[src/rtl/mc_pkg.sv]
// Shared encodings for the multicycle MIPS controller: states, opcodes, functs, ALU codes
// and the bundle of per-state control signals.
package mc_pkg;

  typedef enum logic [3:0] {
    S_FETCH   = 4'd0,
    S_DECODE  = 4'd1,
    S_MEMADR  = 4'd2,
    S_MEMRD   = 4'd3,
    S_MEMWB   = 4'd4,
    S_MEMWR   = 4'd5,
    S_EXECUTE = 4'd6,
    S_ALUWB   = 4'd7,
    S_BRANCH  = 4'd8,
    S_ADDIEX  = 4'd9,
    S_ADDIWB  = 4'd10,
    S_JUMP    = 4'd11,
    S_TRAP    = 4'd12
  } state_t;

  localparam logic [5:0] OP_RTYPE = 6'b000000;
  localparam logic [5:0] OP_LW    = 6'b100011;
  localparam logic [5:0] OP_SW    = 6'b101011;
  localparam logic [5:0] OP_BEQ   = 6'b000100;
  localparam logic [5:0] OP_BLE   = 6'b011111;
  localparam logic [5:0] OP_ADDI  = 6'b001000;
  localparam logic [5:0] OP_J     = 6'b000010;

  localparam logic [5:0] FN_SLL = 6'b000000;
  localparam logic [5:0] FN_ADD = 6'b100000;
  localparam logic [5:0] FN_SUB = 6'b100010;
  localparam logic [5:0] FN_AND = 6'b100100;
  localparam logic [5:0] FN_OR  = 6'b100101;
  localparam logic [5:0] FN_SLT = 6'b101010;

  localparam logic [2:0] ALU_AND = 3'b000;
  localparam logic [2:0] ALU_OR  = 3'b001;
  localparam logic [2:0] ALU_ADD = 3'b010;
  localparam logic [2:0] ALU_SLL = 3'b011;
  localparam logic [2:0] ALU_SUB = 3'b110;
  localparam logic [2:0] ALU_SLT = 3'b111;

  // Raw per-state decode, before the reset/mem_ready/zero qualification applied in the top.
  typedef struct packed {
    logic       iord;
    logic       irwrite;
    logic       pcwrite;
    logic       branch;
    logic       memwrite;
    logic       regwrite;
    logic       regdst;
    logic       memtoreg;
    logic       alusrca;
    logic [1:0] alusrcb;
    logic [1:0] pcsrc;
    logic       lessequal;
    logic [2:0] alucontrol;
    logic       illegal;
  } ctrl_t;

endpackage

[src/rtl/mc_aludec.sv]
// R-type ALU decoder: maps funct to an ALU operation and flags functs the datapath cannot run.
module mc_aludec (
  input  logic [5:0] funct,
  output logic [2:0] alucontrol,
  output logic       funct_valid
);
  import mc_pkg::*;

  always_comb begin
    alucontrol  = ALU_ADD;
    funct_valid = 1'b1;
    case (funct)
      FN_ADD:  alucontrol = ALU_ADD;
      FN_SUB:  alucontrol = ALU_SUB;
      FN_AND:  alucontrol = ALU_AND;
      FN_OR:   alucontrol = ALU_OR;
      FN_SLT:  alucontrol = ALU_SLT;
      FN_SLL:  alucontrol = ALU_SLL;
      default: funct_valid = 1'b0;
    endcase
  end

endmodule

[src/rtl/multicycle_ctrl.sv]
// Moore controller for the shared-memory multicycle MIPS datapath; stalls on mem_ready
// and parks in TRAP on any undecodable instruction until reset.
module multicycle_ctrl (
  input  logic       clk,
  input  logic       reset_n,
  input  logic [5:0] op,
  input  logic [5:0] funct,
  input  logic       zero,
  input  logic       mem_ready,
  output logic       iord,
  output logic       irwrite,
  output logic       pcen,
  output logic       memwrite,
  output logic       regwrite,
  output logic       regdst,
  output logic       memtoreg,
  output logic       alusrca,
  output logic [1:0] alusrcb,
  output logic [1:0] pcsrc,
  output logic       lessequal,
  output logic [2:0] alucontrol,
  output logic       illegal,
  output logic [3:0] state_o
);
  import mc_pkg::*;

  state_t     r_state;
  state_t     w_next_state;
  ctrl_t      w_ctrl;
  logic [2:0] w_rtype_alu;
  logic       w_funct_valid;

  mc_aludec u_aludec (
    .funct       (funct),
    .alucontrol  (w_rtype_alu),
    .funct_valid (w_funct_valid)
  );

  always_ff @(posedge clk or negedge reset_n) begin
    if (!reset_n) r_state <= S_FETCH;
    else          r_state <= w_next_state;
  end

  always_comb begin
    w_next_state = S_TRAP;
    case (r_state)
      S_FETCH:   w_next_state = mem_ready ? S_DECODE : S_FETCH;
      S_DECODE: begin
        case (op)
          OP_LW, OP_SW:   w_next_state = S_MEMADR;
          OP_RTYPE:       w_next_state = w_funct_valid ? S_EXECUTE : S_TRAP;
          OP_BEQ, OP_BLE: w_next_state = S_BRANCH;
          OP_ADDI:        w_next_state = S_ADDIEX;
          OP_J:           w_next_state = S_JUMP;
          default:        w_next_state = S_TRAP;
        endcase
      end
      S_MEMADR: begin
        case (op)
          OP_LW:   w_next_state = S_MEMRD;
          OP_SW:   w_next_state = S_MEMWR;
          default: w_next_state = S_TRAP;
        endcase
      end
      S_MEMRD:   w_next_state = mem_ready ? S_MEMWB : S_MEMRD;
      S_MEMWB:   w_next_state = S_FETCH;
      S_MEMWR:   w_next_state = mem_ready ? S_FETCH : S_MEMWR;
      S_EXECUTE: w_next_state = S_ALUWB;
      S_ALUWB:   w_next_state = S_FETCH;
      S_BRANCH:  w_next_state = S_FETCH;
      S_ADDIEX:  w_next_state = S_ADDIWB;
      S_ADDIWB:  w_next_state = S_FETCH;
      S_JUMP:    w_next_state = S_FETCH;
      S_TRAP:    w_next_state = S_TRAP;
      default:   w_next_state = S_TRAP;
    endcase
  end

  always_comb begin
    w_ctrl = '0;
    case (r_state)
      S_FETCH: begin
        w_ctrl.alusrcb    = 2'b01;
        w_ctrl.alucontrol = ALU_ADD;
        w_ctrl.irwrite    = mem_ready;
        w_ctrl.pcwrite    = mem_ready;
      end
      S_DECODE: begin
        w_ctrl.alusrcb    = 2'b11;
        w_ctrl.alucontrol = ALU_ADD;
      end
      S_MEMADR, S_ADDIEX: begin
        w_ctrl.alusrca    = 1'b1;
        w_ctrl.alusrcb    = 2'b10;
        w_ctrl.alucontrol = ALU_ADD;
      end
      S_MEMRD: w_ctrl.iord = 1'b1;
      S_MEMWB: begin
        w_ctrl.regwrite = 1'b1;
        w_ctrl.memtoreg = 1'b1;
      end
      // Strobe stays up across stalls; memory commits once, on the mem_ready cycle.
      S_MEMWR: begin
        w_ctrl.iord     = 1'b1;
        w_ctrl.memwrite = 1'b1;
      end
      S_EXECUTE: begin
        w_ctrl.alusrca    = 1'b1;
        w_ctrl.alucontrol = w_rtype_alu;
      end
      S_ALUWB: begin
        w_ctrl.regwrite = 1'b1;
        w_ctrl.regdst   = 1'b1;
      end
      S_BRANCH: begin
        w_ctrl.alusrca    = 1'b1;
        w_ctrl.alucontrol = ALU_SUB;
        w_ctrl.pcsrc      = 2'b01;
        w_ctrl.branch     = 1'b1;
        w_ctrl.lessequal  = (op == OP_BLE);
      end
      S_ADDIWB: w_ctrl.regwrite = 1'b1;
      S_JUMP: begin
        w_ctrl.pcsrc   = 2'b10;
        w_ctrl.pcwrite = 1'b1;
      end
      S_TRAP:  w_ctrl.illegal = 1'b1;
      default: w_ctrl = '0;
    endcase
  end

  // Enables are qualified by reset_n so nothing commits while reset is held.
  assign irwrite    = w_ctrl.irwrite & reset_n;
  assign pcen       = (w_ctrl.pcwrite | (w_ctrl.branch & zero)) & reset_n;
  assign memwrite   = w_ctrl.memwrite & reset_n;
  assign regwrite   = w_ctrl.regwrite & reset_n;
  assign iord       = w_ctrl.iord;
  assign regdst     = w_ctrl.regdst;
  assign memtoreg   = w_ctrl.memtoreg;
  assign alusrca    = w_ctrl.alusrca;
  assign alusrcb    = w_ctrl.alusrcb;
  assign pcsrc      = w_ctrl.pcsrc;
  assign lessequal  = w_ctrl.lessequal;
  assign alucontrol = w_ctrl.alucontrol;
  assign illegal    = w_ctrl.illegal;
  assign state_o    = r_state;

endmodule

[config.mk]
export PLATFORM = sky130hd
export DESIGN_NAME = multicycle_ctrl
export DESIGN_NICKNAME = d
export VERILOG_FILES = /design/src/rtl/mc_pkg.sv /design/src/rtl/mc_aludec.sv /design/src/rtl/multicycle_ctrl.sv
export SDC_FILE = /design/constraint.sdc
export NUM_CORES = 1
export LEC_CHECK = 0
export CAP_MARGIN = 10
export CORE_MARGIN = 2
export CORE_UTILIZATION = 39
export CTS_CLUSTER_SIZE = 8
export DETAILED_ROUTE_END_ITERATION = 16
export PLACE_DENSITY = 0.87
export SLEW_MARGIN = 20
export SYNTH_ARGS = -nofsm -noshare
export SYNTH_HDL_FRONTEND = slang
export SYNTH_SLANG_ARGS = --single-unit
[constraint.sdc]
create_clock -name clk -period 1.7 [get_ports clk]
set_input_delay 0.34 -clock clk [delete_from_list [all_inputs] [get_ports clk]]
set_output_delay 0.34 -clock clk [all_outputs]
set_load 0.005 [all_outputs]
==> flow_summary.ini, run 1 <==
[synth]
ys.flop_type = dfrtp_1
synth_nets = 117
synth_area_um2 = 701
synth_edf_count = 0
synth-seq-cells = 4
avgSynthCellArea_um2 = 6.94
synth_cells = 101
synth_cell_types = 38
async_reset_ff_share_pct = 100
yosys_warnings = 0
synth-seq-area-share_pct = 14.3

[clock_tree]
clockRootBuffer = clkbuf_4
htreeDepth = 1
clockBufferDepth = 2
cts_hold_buf = 0
cts.sinks = 4
cts_buffers = 3

[placed_design]
gp_congestion = 0.846
port_buffers = 36
hpwlAfterDp_um = 2260

[outcome]
haltStage = global routing (5_1_grt)
status = aborted with a tool error
error = [ERROR DPL-0038] Utilization greater than 100%, impossible to legalize

[die]
row_count = 15
die_w_um = 46.4
die_h_um = 46.4
initial_core_util_pct = 41.0
ios = 37

[global_route]
grt_max_degree = 15
## cells in the mapped netlist, types with 2 or more instances
cell	n	share of area, %
mux2_2	2	3.2
buf_2	4	2.9
nor3_1	7	5.0
a21o_1	2	2.1
nand3_1	3	2.1
dfrtp_1	4	14
o21ai_1	2	1.4
inv_1	2	1.1
nor2_1	18	9.6
buf_6	2	3.2
o21ai_0	8	5.7
o21a_1	3	3.2
a2bb2oi_1	2	2.5
and3_1	2	1.8
a21oi_1	4	2.9
nand2_1	7	3.8
nor3_2	2	2.9
nor3b_1	4	4.3
nand2b_1	4	3.6
## repair_timing
action                                  in CTS
resized for setup                          126
endpoints found under the hold margin        0
buffers inserted                            20
pin swaps                                   15
endpoints found under the setup margin      20
## metrics by stage
| step | utilization, % | instances | setup slack (ns) | area (um2) |
|---|---|---|---|---|
| after CTS | 97.2 | 217 | -0.182 | 1660 |
| after detailed placement | 78.6 | 195 | -0.535 | 1340 |
| after floorplan | - | 101 | 0.210 | 701 |
| after global placement | 78.6 | 195 | -0.425 | 1340 |
## kinds of logic after synthesis
group | Yosys count | share of synthesized area, %
compound gates | 29 | 28.6
xor+xnor | 2 | 2.50
buf+inv | 8 | 7.14
flops | 4 | 14.3
mux | 3 | 4.64
simple gates | 55 | 42.9
==> run 2, diff against run 1 <==
--- a/config.mk
+++ b/config.mk
@@ -6,11 +6,10 @@
 export NUM_CORES = 1
 export LEC_CHECK = 0
 export CAP_MARGIN = 10
-export CORE_MARGIN = 2
-export CORE_UTILIZATION = 39
-export CTS_CLUSTER_SIZE = 8
+export CORE_AREA = 2 2 63 65
 export DETAILED_ROUTE_END_ITERATION = 16
-export PLACE_DENSITY = 0.87
+export DIE_AREA = 0 0 65 67
+export PLACE_DENSITY_LB_ADDON = 0.15
 export SLEW_MARGIN = 20
 export SYNTH_ARGS = -nofsm -noshare
 export SYNTH_HDL_FRONTEND = slang
==> run 2 against run 1 <==
- the flow now finishes, with violations (setup timing)
- area after synthesis stayed put
- synthesized cell count stayed put
==> flow_summary.ini, run 2 <==
[power_and_ir_drop]
comb_power_share_pct = 26.8
ir_drop_mv = 0.131
p_int_w = 0.000315
leakage_nw = 0.862
swShare_pct = 25.6
power_frac_clock_pct = 50.6
switching_power_w = 0.000109
p_seq_share_pct = 22.6
power_density_nw_per_um2 = 241

[clock_tree]
cts.sinks = 4
cts_buffers = 3
cts_tree = yes
clockRootBuffer = clkbuf_8
htreeDepth = 1
clockBufferDepth = 2
path_clk_slew_ns = 0.04
clkLatencyLatePin_ns = 0.23

[die]
dieArea_um2 = 4360
ios = 37
row_count = 22
coreArea_um2 = 3610
initial_core_util_pct = 19.4
die_h_um = 67
die_w_um = 65

[synth]
yosysMostFrequentCell = nor2_1
synth_nets = 117
async_reset_ff_share_pct = 100
synth-seq-area-share_pct = 14.3
synth_top_cell_by_area = dfrtp_1
synth_area_leaders = dfrtp_1 (14%), nor2_1 (9.6%), o21ai_0 (5.7%), nor3_1 (5.0%), nor3b_1 (4.3%)
synth_top_area_share_pct = 14.3
netlist_top_cells_count = nor2_1 (18), o21ai_0 (8), nand2_1 (7), nor3_1 (7)
ys.flop_type = dfrtp_1
avgSynthCellArea_um2 = 6.94
yosys_warnings = 0
synth_area_um2 = 701
synth_cell_types = 38
synth_edf_count = 0
synth-seq-cells = 4
synth_cells = 101

[global_route]
first_global_vias = 1100
grt_pass1_wl_um = 4890
antenna_found_initial = 0
overflow = 0
track_usage_pct = 14.3
grt_max_degree = 8

[placed_design]
gp_congestion = 0.818
pre_cts_slack_ns = -0.487
hpwlAfterDp_um = 2110
port_buffers = 36

[drt]
drt_iter0_drc = 49
vias_per_cell = 4.53
drc = 0
wl_um = 3120
ant_nets = 0
vias = 1133
dr.pass1.iters = 4
wl_per_cell_um = 12.5

[critical_path]
worstRegToRegCells = 6
timing.critical_path.mode_cell = buf_6
crit_path_cell_trace = buf_6 -> buf_6 -> nor3_4 -> buf_4 -> nand2_2 -> nor2_1 -> buf_2
start_kind = flip-flop
rr_startpoint = state_o[0]
cp-end-kind = primary output
cpPeakStageDelay_ns = 0.43
critPathArrivalTime_ns = 1.45
critPathKind = reg -> out
cp_data_required_time_ns = 1.36
cp_max_fo = 4
r2r_setup_slack_ns = 0.14
r2r-end = state_o[3]
critical-path-slowest-cell = dfrtp_2

[finish]
nNetsFinal = 220
final_cell_mix = buf_4 (54), nor2_1 (13), buf_6 (12), buf_2 (11), dlygate4sd2_1 (9)
multiInputGateArea_um2 = 698
regArea_um2 = 105
num_antenna_cells = 0
largest_reg_flops = 4
n_fill_cell = 364
layout_commonest_cell = buf_4
area_growth_pct = 151
drive_gt1_share_pct = 61.9

[timing]
hold_viol_final = 0
hold_slack_ns = 0.250
timing.final.crit_share_pct = 105
clock_skew_ns = 0.00527
fmax_mhz = 558
setup_viol = 6
drv_slew = 0
worst_slack_ns = -0.0909
rsz0062_at_grt = true
tightest_slew_ns = 0.257
finalCriticalPeriod_ns = 1.79
relSlewSlack_pct = 82.9

[min_path]
hold_path.class = in -> async

[run]
maxCapViolations = 0

[outcome]
status = finished, violations left
violations = setup timing
## run 2: timing repair
item,CTS,global route
gates cloned,0,0
resized for setup,85,42
buffers inserted,16,7
hold endpoints to repair,0,0
hold buffers,0,0
pin swaps,8,10
setup endpoints to repair,20,17
## run 2: cells by family (layout without fill, tap and decap cells)
logic type / after synthesis / in the layout / share of synthesized area (%)
simple gates: 55 / 55 / 42.9
compound gates: 29 / 29 / 28.6
buf+inv: 8 / 109 / 7.14
flops: 4 / 4 / 14.3
mux: 3 / 3 / 4.64
xor+xnor: 2 / 2 / 2.50
## run 2: worst max path at each step
stage	from	endpoint	slack, ns	depth (start not counted)
finish	state_o[0]	lessequal	-0.09	7
global route	state_o[0]	lessequal	-0.15	7
CTS	state_o[0]	memwrite	-0.21	5
detailed placement	funct[3]	alucontrol[0]	-0.49	5
global placement	funct[3]	alucontrol[1]	-0.47	5
floorplan	state_o[2]	regwrite	0.21	5
## run 2: metrics by stage
| step | cell area (um2) | total power (W) | TNS [ns] | cells | util [%] |
|---|---|---|---|---|---|
| finish | 1760 | 0.000424 | -0.275 | 250 | 48.9 |
| global route | 1760 | 0.000440 | -0.619 | 250 | 48.9 |
| CTS | 1650 | 0.000422 | -1.18 | 243 | 45.8 |
| detailed placement | 1420 | 0.000208 | -4.25 | 224 | 39.3 |
| global placement | 1420 | 0.000207 | -4.33 | 224 | 39.3 |
| floorplan | 701 | 0.000122 | 0 | 101 | - |
## run 2: layout make-up
type,count,share of cell area (%)
Timing Repair Buffer,104,48.2
Sequential cell,4,5.97
Multi-Input combinational cell,89,39.6
Clock buffer,3,2.34
Tap cell,48,3.41
Inverter,2,0.426
## run 2: worst max-delay path: cells and delay by family (launching register included)
kind / cells / cell delay [ns]
buffers and inverters: 4 / 0.48
DFF: 1 / 0.43
and+or+nand+nor: 3 / 0.30
## run 2: power groups by stage
| stage | clock [W] | combinational [W] | sequential, W |
|---|---|---|---|
| floorplan | 0 | 0.0000250 | 0.0000970 |
| global placement | 0 | 0.000110 | 0.0000969 |
| detailed placement | 0 | 0.000111 | 0.0000969 |
| CTS | 0.000215 | 0.000112 | 0.0000958 |
| global route | 0.000220 | 0.000124 | 0.0000957 |
| finish | 0.000215 | 0.000114 | 0.0000958 |
## run 2: per-layer routing
layer,global-route usage [%],vias to the layer above,part of all wire [%]
met1,16.8,528,42
met4,6.38,0,1.1
li1,-,574,-
met5,0,-,0
met2,26.2,28,53
met3,1.52,3,3.6
Power figures use the tool's default switching activity.
